--- config.mk ---
export PLATFORM = sky130hd
export DESIGN_NAME = anb_rd_splitter
export DESIGN_NICKNAME = d
export VERILOG_FILES = /design/src/rtl/anb_rd_splitter.sv
export SDC_FILE = /design/constraint.sdc
export NUM_CORES = 1
export LEC_CHECK = 0
export CAP_MARGIN = 20
export CORE_AREA = 2 2 240 242
export DETAILED_ROUTE_END_ITERATION = 10
export DIE_AREA = 0 0 242 244
export MAX_ROUTING_LAYER = met4
export PLACE_DENSITY = 0.36
export SYNTH_ARGS = -nofsm -noshare
export SYNTH_HDL_FRONTEND = slang
export SYNTH_SLANG_ARGS = --single-unit
--- constraint.sdc ---
create_clock -name clk -period 8 [get_ports clk]
set_input_delay 1.6 -clock clk [delete_from_list [all_inputs] [get_ports clk]]
set_output_delay 1.6 -clock clk [all_outputs]
set_load 0.05 [all_outputs]
--- src/rtl/anb_rd_splitter.sv ---
// Read-request splitter: breaks a master burst into MAX_BURST-aligned sub-bursts and merges the returned data.
// Optional m_d register slice enabled by defining ANB_RD_SPLITTER_REG_SLICE_EN.
module anb_rd_splitter #(
  parameter int ADDR_W    = 32,
  parameter int LEN_W     = 16,
  parameter int DATA_W    = 256,
  parameter int MAX_BURST = 16,
  parameter int OUTST     = 4
) (
  input  logic              clk,
  input  logic              rst,
  input  logic              m_a_avalid,
  output logic              m_a_aready,
  input  logic [ADDR_W-1:0] m_a_addr,
  input  logic [LEN_W-1:0]  m_a_len,
  output logic              s_a_avalid,
  input  logic              s_a_aready,
  output logic [ADDR_W-1:0] s_a_addr,
  output logic [LEN_W-1:0]  s_a_len,
  input  logic              s_d_valid,
  output logic              s_d_ready,
  input  logic [DATA_W-1:0] s_d_data,
  input  logic              s_d_last,
  output logic              m_d_valid,
  input  logic              m_d_ready,
  output logic [DATA_W-1:0] m_d_data,
  output logic              m_d_last
);

  localparam int OFS_W = $clog2(MAX_BURST);
  localparam int CNT_W = (LEN_W + 1 > OFS_W + 1) ? LEN_W + 1 : OFS_W + 1;
  localparam int PTR_W = (OUTST > 1) ? $clog2(OUTST) : 1;

  typedef enum logic {IDLE, SPLIT} state_t;

  state_t            state, state_nxt;
  logic [ADDR_W-1:0] cur_addr;
  logic [LEN_W:0]    remaining;
  logic [CNT_W-1:0]  rem_ext, room, sub_beats;
  logic              sub_final, m_a_fire, a_push, d_pop;

  logic [OUTST-1:0]  fin_q;
  logic [PTR_W-1:0]  wr_ptr, rd_ptr;
  logic [PTR_W:0]    count;
  logic              fifo_full, fifo_empty, head_final;

  logic              md_valid_c, md_ready_c, md_last_c;

  // A sub-burst never crosses a MAX_BURST-aligned boundary.
  assign rem_ext   = CNT_W'(remaining);
  assign room      = CNT_W'(MAX_BURST) - CNT_W'(cur_addr[OFS_W-1:0]);
  assign sub_beats = (rem_ext < room) ? rem_ext : room;
  assign sub_final = (rem_ext == sub_beats);
  assign s_a_addr  = cur_addr;
  assign s_a_len   = LEN_W'(sub_beats - CNT_W'(1));

  assign m_a_aready = (state == IDLE) & rst;
  assign s_a_avalid = (state == SPLIT) & ~fifo_full;
  assign m_a_fire   = m_a_avalid & m_a_aready;
  assign a_push     = s_a_avalid & s_a_aready;
  assign d_pop      = s_d_valid & s_d_ready & s_d_last;

  always_comb begin
    state_nxt = state;
    case (state)
      IDLE:    if (m_a_fire) state_nxt = SPLIT;
      SPLIT:   if (a_push && sub_final) state_nxt = IDLE;
      default: state_nxt = IDLE;
    endcase
  end

  always_ff @(posedge clk or negedge rst) begin
    if (!rst) begin
      state     <= IDLE;
      cur_addr  <= '0;
      remaining <= '0;
    end else begin
      state <= state_nxt;
      if (m_a_fire) begin
        cur_addr  <= m_a_addr;
        remaining <= (LEN_W+1)'(m_a_len) + (LEN_W+1)'(1);
      end else if (a_push) begin
        cur_addr  <= cur_addr + ADDR_W'(sub_beats);
        remaining <= remaining - (LEN_W+1)'(sub_beats);
      end
    end
  end

  // Tracking FIFO holds one "ends the master request" flag per issued sub-burst.
  assign fifo_full  = (count == (PTR_W+1)'(OUTST));
  assign fifo_empty = (count == '0);
  assign head_final = fin_q[rd_ptr];

  always_ff @(posedge clk or negedge rst) begin
    if (!rst) begin
      fin_q  <= '0;
      wr_ptr <= '0;
      rd_ptr <= '0;
      count  <= '0;
    end else begin
      if (a_push) begin
        fin_q[wr_ptr] <= sub_final;
        wr_ptr        <= wr_ptr + PTR_W'(1);
      end
      if (d_pop) rd_ptr <= rd_ptr + PTR_W'(1);
      if (a_push && !d_pop) count <= count + (PTR_W+1)'(1);
      else if (!a_push && d_pop) count <= count - (PTR_W+1)'(1);
    end
  end

  assign md_valid_c = s_d_valid & ~fifo_empty;
  assign s_d_ready  = md_ready_c & ~fifo_empty;
  assign md_last_c  = s_d_last & head_final & ~fifo_empty;

`ifdef ANB_RD_SPLITTER_REG_SLICE_EN
  logic [DATA_W-1:0] rs_data [2];
  logic [1:0]        rs_last;
  logic [1:0]        rs_cnt;
  logic              rs_wp, rs_rp, rs_push, rs_pop;

  // Two entries let the input ready come from a register without losing throughput.
  assign md_ready_c = (rs_cnt != 2'd2);
  assign rs_push    = md_valid_c & md_ready_c;
  assign rs_pop     = m_d_valid & m_d_ready;
  assign m_d_valid  = (rs_cnt != 2'd0);
  assign m_d_data   = rs_data[rs_rp];
  assign m_d_last   = rs_last[rs_rp] & m_d_valid;

  always_ff @(posedge clk or negedge rst) begin
    if (!rst) begin
      rs_cnt  <= '0;
      rs_wp   <= 1'b0;
      rs_rp   <= 1'b0;
      rs_last <= '0;
    end else begin
      if (rs_push) begin
        rs_last[rs_wp] <= md_last_c;
        rs_wp          <= ~rs_wp;
      end
      if (rs_pop) rs_rp <= ~rs_rp;
      if (rs_push && !rs_pop) rs_cnt <= rs_cnt + 2'd1;
      else if (!rs_push && rs_pop) rs_cnt <= rs_cnt - 2'd1;
    end
  end

  always_ff @(posedge clk) begin
    if (rs_push) rs_data[rs_wp] <= s_d_data;
  end
`else
  assign md_ready_c = m_d_ready;
  assign m_d_valid  = md_valid_c;
  assign m_d_data   = s_d_data;
  assign m_d_last   = md_last_c;
`endif

endmodule

After elaboration in Yosys (flattened, before gate mapping)
Cells that the tools add are included.
Storage, ports and cells
  output and inout bits: 309
  input port bits: 311
  register bits: 61
Cells by class
  bitwise gates (word level): 13
  reductions and logical operators: 9
  order comparisons: 4
  mux-type cells: 15
  add/sub/neg operators: 9
  equality and inequality tests: 2
Operator list (count)
  two-way mux 32 bit: 2
  two-way mux 17 bit: 3
  adder 32 x 17 -> 32 bit: 1
  adder 16 x 1 -> 17 bit (second input constant): 1
  equality test 17 bit: 1
  less-than comparator 17 bit: 1
  subtractor 17 bit: 1
  subtractor 16 x 1 -> 16 bit (second input constant): 1
  AND 1 bit: 10
  less-than comparator 2 x 3 -> 1 bit (second input constant): 2
  two-way mux 3 bit: 2
  subtractor 5 x 4 -> 6 bit (first input constant): 1
  adder 2 x 1 -> 2 bit (second input constant): 2
  bitwise mux 4 bit: 1
  logical AND 1 bit: 4
  two-way mux 1 bit: 4
  nonzero test 2 bit: 2
  adder 3 x 1 -> 3 bit (second input constant): 1
  equality test 3 bit (second input constant): 1
  logical NOT 3 bit: 1
  inverter 1 bit: 3
  subtractor 3 x 1 -> 3 bit (second input constant): 1
  binary-select mux 1 bit (select 2 bit): 1
  demux 1 bit (select 2 bit): 1
  3 further kinds: 4

Logic depth before layout (Yosys ltp)
  word-level depth: 8
  mapped depth: 21
  depth with buffers taken out: 20

Worst setup path after synthesis
Ideal clock, no wire load.
  path kind: reg-to-output
  start point: reg cur_addr[1] (netlist: s_a_addr[1])
  end point: out s_a_len[4]
  path buffers: 0
  data arrival time: 4.785 ns
  cell stages (with the launch flop): 14
  data required time: 6.400 ns
  setup slack: 1.615 ns
  cell sequence: dfrtp_1 > inv_1 > ha_1 > inv_1 > ha_1 > a21boi_0 > o21ai_0 > a21oi_1 > nor3_4 > mux2i_1 > ha_1 > nor3b_1 > mux2i_1 > xnor2_1
On the way
  word-level cells in the longest chain between the ends: 4
RTL lines
  from (decl): RTL line 37  | logic [ADDR_W-1:0] cur_addr;
  from (signal assigned): RTL line 80  | cur_addr <= m_a_addr;
  from (signal assigned): RTL line 83  | cur_addr <= cur_addr + ADDR_W'(sub_beats);
  subtractor 5 x 4 -> 6 bit (*): RTL line 51  | assign room = CNT_W'(MAX_BURST) - CNT_W'(cur_addr[OFS_W-1:0]);
  less-than comparator 17 bit: RTL line 52  | assign sub_beats = (rem_ext < room) ? rem_ext : room;
  two-way mux 17 bit (*): RTL line 52
  subtractor 16 x 1 -> 16 bit (*): RTL line 55  | assign s_a_len = LEN_W'(sub_beats - CNT_W'(1));
  to (decl): RTL line 19  | output logic [LEN_W-1:0] s_a_len,
Every way passes the cells marked *; elsewhere a longest branch is shown, timed or not.

Worst setup path in the final report
  start point: reg remaining[10] (netlist: rem_ext[10])
  end point: out s_a_len[4]
On the way
  word-level cells in the longest chain between the ends: 3
RTL lines
  from (decl): RTL line 38  | logic [LEN_W:0] remaining;
  from (signal assigned): RTL line 81  | remaining <= (LEN_W+1)'(m_a_len) + (LEN_W+1)'(1);
  from (signal assigned): RTL line 84  | remaining <= remaining - (LEN_W+1)'(sub_beats);
  less-than comparator 17 bit: RTL line 52
  two-way mux 17 bit: RTL line 52
  subtractor 16 x 1 -> 16 bit: RTL line 55
No other way between the ends.

==> results by group <==
Drt
  • Number of iterations in the first detailed-routing pass: 5
  • Antenna viol nets, final: 0
  • Drt wl/cell: 17.2 µm
  • DR iter-0 viols: 180
  • Vias per Instance: 3.40
  • Routed vias: 4,895
  • Drc violations: 0
  • Routed WL: 24,800 µm

Global route
  • Pin count of the biggest net entering global routing: 52
  • First-pass GRT wire length: 35,400 µm
  • Vias in the first global route: 5,060
  • GRT Total Usage: 8.60%
  • Initial antenna violation count: 1
  • Total grt overflow: 0

Clock tree
  • Clock Tree Root: clkbuf_16
  • Longest Clk Path Bufs: 2
  • Clock sinks: 61
  • Worst-path clk slew: 60 ps
  • PostCTS Resize Cnt: 0
  • Postcts setup bufs: 0
  • Hold buffers post-CTS: 0
  • CTS H-tree depth: 3
  • Worst skew pair latency: 380 ps
  • CTS Buf Count: 9
  • CTS tree: done

Yosys
  • Post-synthesis sequential area ratio: 23.2%
  • Synth top area share: 29.2%
  • Top post-synthesis cells by area: buf_4 (29%), dfrtp_1 (23%), ha_1 (6.5%)
  • Synth unique cells: 54
  • Mapped Cells: 812
  • Netlist Area Pre-Place: 6590 µm²
  • Post-synth EDFFs: 0
  • Count leader, synth: buf_4
  • Asr flop ratio synth: 100%
  • Synth area leader: buf_4
  • Synth cell count leaders: buf_4 (256), nor2_1 (64), dfrtp_1 (61)
  • Primary FF master, synth: dfrtp_1
  • Synthesized area per cell: 8.11 µm²
  • #FFs+latches synth: 61
  • Yosys synthesis warning count: 0

Finish
  • FF/Latch Area: 1530 µm²
  • Footprint of the multi-input gates: 2990 µm²
  • Area delta synth->final: 6.46%
  • Fillcell total: 6,598
  • Fin util: 12.5%
  • Layout cells sized above 1: 5.43%
  • Fin nets: 1,025

Placement
  • Placer Congestion: 0.754
  • Post-detail-place hpwl: 20,000 µm
  • Number of port buffers: 107
  • Placement Setup Slack: 1750 ps

STA
  • Slew @ Worst Pin: 847 ps
  • Final min period: 6610 ps
  • Final Max Tran Viols: 0
  • RSZ-0062 raised after global routing: false
  • Worst clock skew: 13.2 ps
  • Final Cycle Share: 82.6%
  • Relative slew slack: 43.1%
  • Final hold vios: 0
  • Peak Freq: 151 MHz
  • Setup violators final: 0
  • Worst Setup Slack, final: 1390 ps
  • Setup TNS Final: 0 ps

Critical path
  • CP Max Fanout: 9
  • Req. time, crit path: 6400 ps
  • CP startpoint kind: flop
  • Path depth of the worst reg2reg path: 15
  • Crit path arrival time: 5010 ps
  • Critical path capture point type: primary output
  • Crit path kind: flop to primary output

Die
  • Die Y-Extent: 244 µm
  • Initial Util: 11.7%
  • Die X: 242 µm
  • Core area: 56,200 µm²
  • FP Rows: 87
  • # IOs: 620
  • Die area: 59,000 µm²

Run
  • Max cap viols: 0

Pwr
  • Pleak: 2.64 nW
  • PD cells: 446 nW/µm²
  • Max VDD drop: 0.389 mV

Status
  • Outcome: finished, final reports clean

Hold path
  • Hold crit path type: flop to flop
  • Hold Crit Depth: 1
==> cells in the final DEF, fill, tap and decap left out, types with 6 or more instances in the layout <==
cell type	n
clkdlybuf4s50_1	106
nor2_1	64
dfrtp_1	61
nand2_1	43
a21oi_1	43
o21ai_0	36
xnor2_1	34
ha_1	34
inv_1	31
nand3_1	18
xor2_1	17
and3_1	14
nor3_1	13
a31oi_1	12
conb_1	12
or3_1	11
mux2i_1	10
nor2b_1	9
clkbuf_16	9
buf_4	9
o22ai_1	8
a21o_1	7
nor4_1	6
o21a_1	6
==> layout make-up <==
| class | count | share of cell area [%] |
|---|---|---|
| inverter | 31 | 1.66 |
| multi-input combinational | 458 | 42.7 |
| clock buffer | 10 | 3.27 |
| clock inverter | 6 | 0.910 |
| timing repair buffer | 116 | 16.2 |
| antenna | 1 | 0.0357 |
| tap | 756 | 13.5 |
| sequential | 61 | 21.8 |
==> state kept, by name (all words and copies together), names as in the netlist <==
name and cells:
count 3, fin_q 4, rd_ptr 2, rem_ext 17
s_a_addr 32, state 1, wr_ptr 2
==> report_power, final <==
| part | internal (mW) | leakage (nW) | switching (mW) |
|---|---|---|---|
| Clock | 0.240 | 0.138 | 0.174 |
| Sequential | 0.441 | 0.735 | 0.162 |
| Combinational | 0.790 | 1.77 | 1.32 |
| Total | 1.47 | 2.64 | 1.66 |
==> kinds of logic after synthesis <==
kind of cell	Yosys count	share of synthesized area, %
compound gates	145	13.6
xor+xnor	51	6.78
fa+ha+maj	37	7.37
buf+inv	304	32.0
flops	61	23.2
mux	12	2.03
other cells	1	0.0569
simple gates	201	15.0
==> metal layers <==
metal	up-vias	GRT usage (%)	share of wire, %
met2	236	13.6	47
met4	0	5.03	5.0
met1	2322	8.75	39
met3	115	4.02	8.6
li1	2222	-	-
met5	-	-	0
==> path summary, 6_finish.rpt <==
path	from	endpoint	slack (ps)
max	rem_ext[10]	s_a_len[4]	1390
min	rd_ptr[1]	rd_ptr[1]	480
max reg2reg	rem_ext[10]	s_a_addr[31]	2590
min reg2reg	rd_ptr[1]	rd_ptr[1]	480
max in group asynchronous	rst	rem_ext[10]	5720
min in group asynchronous	rst	s_a_addr[13]	1240
==> worst max-delay path: stages (launching register included) <==
cell             delay (ps)
dfrtp_1                 400
or4_4                   530
or3_4                   360
nor2_2                  100
or4b_4                  500
nor3_4                  410
mux2i_1                 590
ha_1                    320
nor3b_1                 200
mux2i_1                 210
xnor2_1                 200
clkdlybuf4s50_1         820
==> through the flow <==
step | std cells | instance area (µm²) | power [mW] | hold slack, ps
global route | 1439 | 7010 | 3.40 | 514
CTS | 1438 | 7010 | 3.18 | 484
floorplan | 823 | 6630 | 2.39 | 453
detailed placement | 1422 | 6720 | 2.74 | 473
finish | 1439 | 7010 | 3.13 | 479
global placement | 1422 | 6720 | 2.74 | 478
Power figures use the tool's default switching activity.
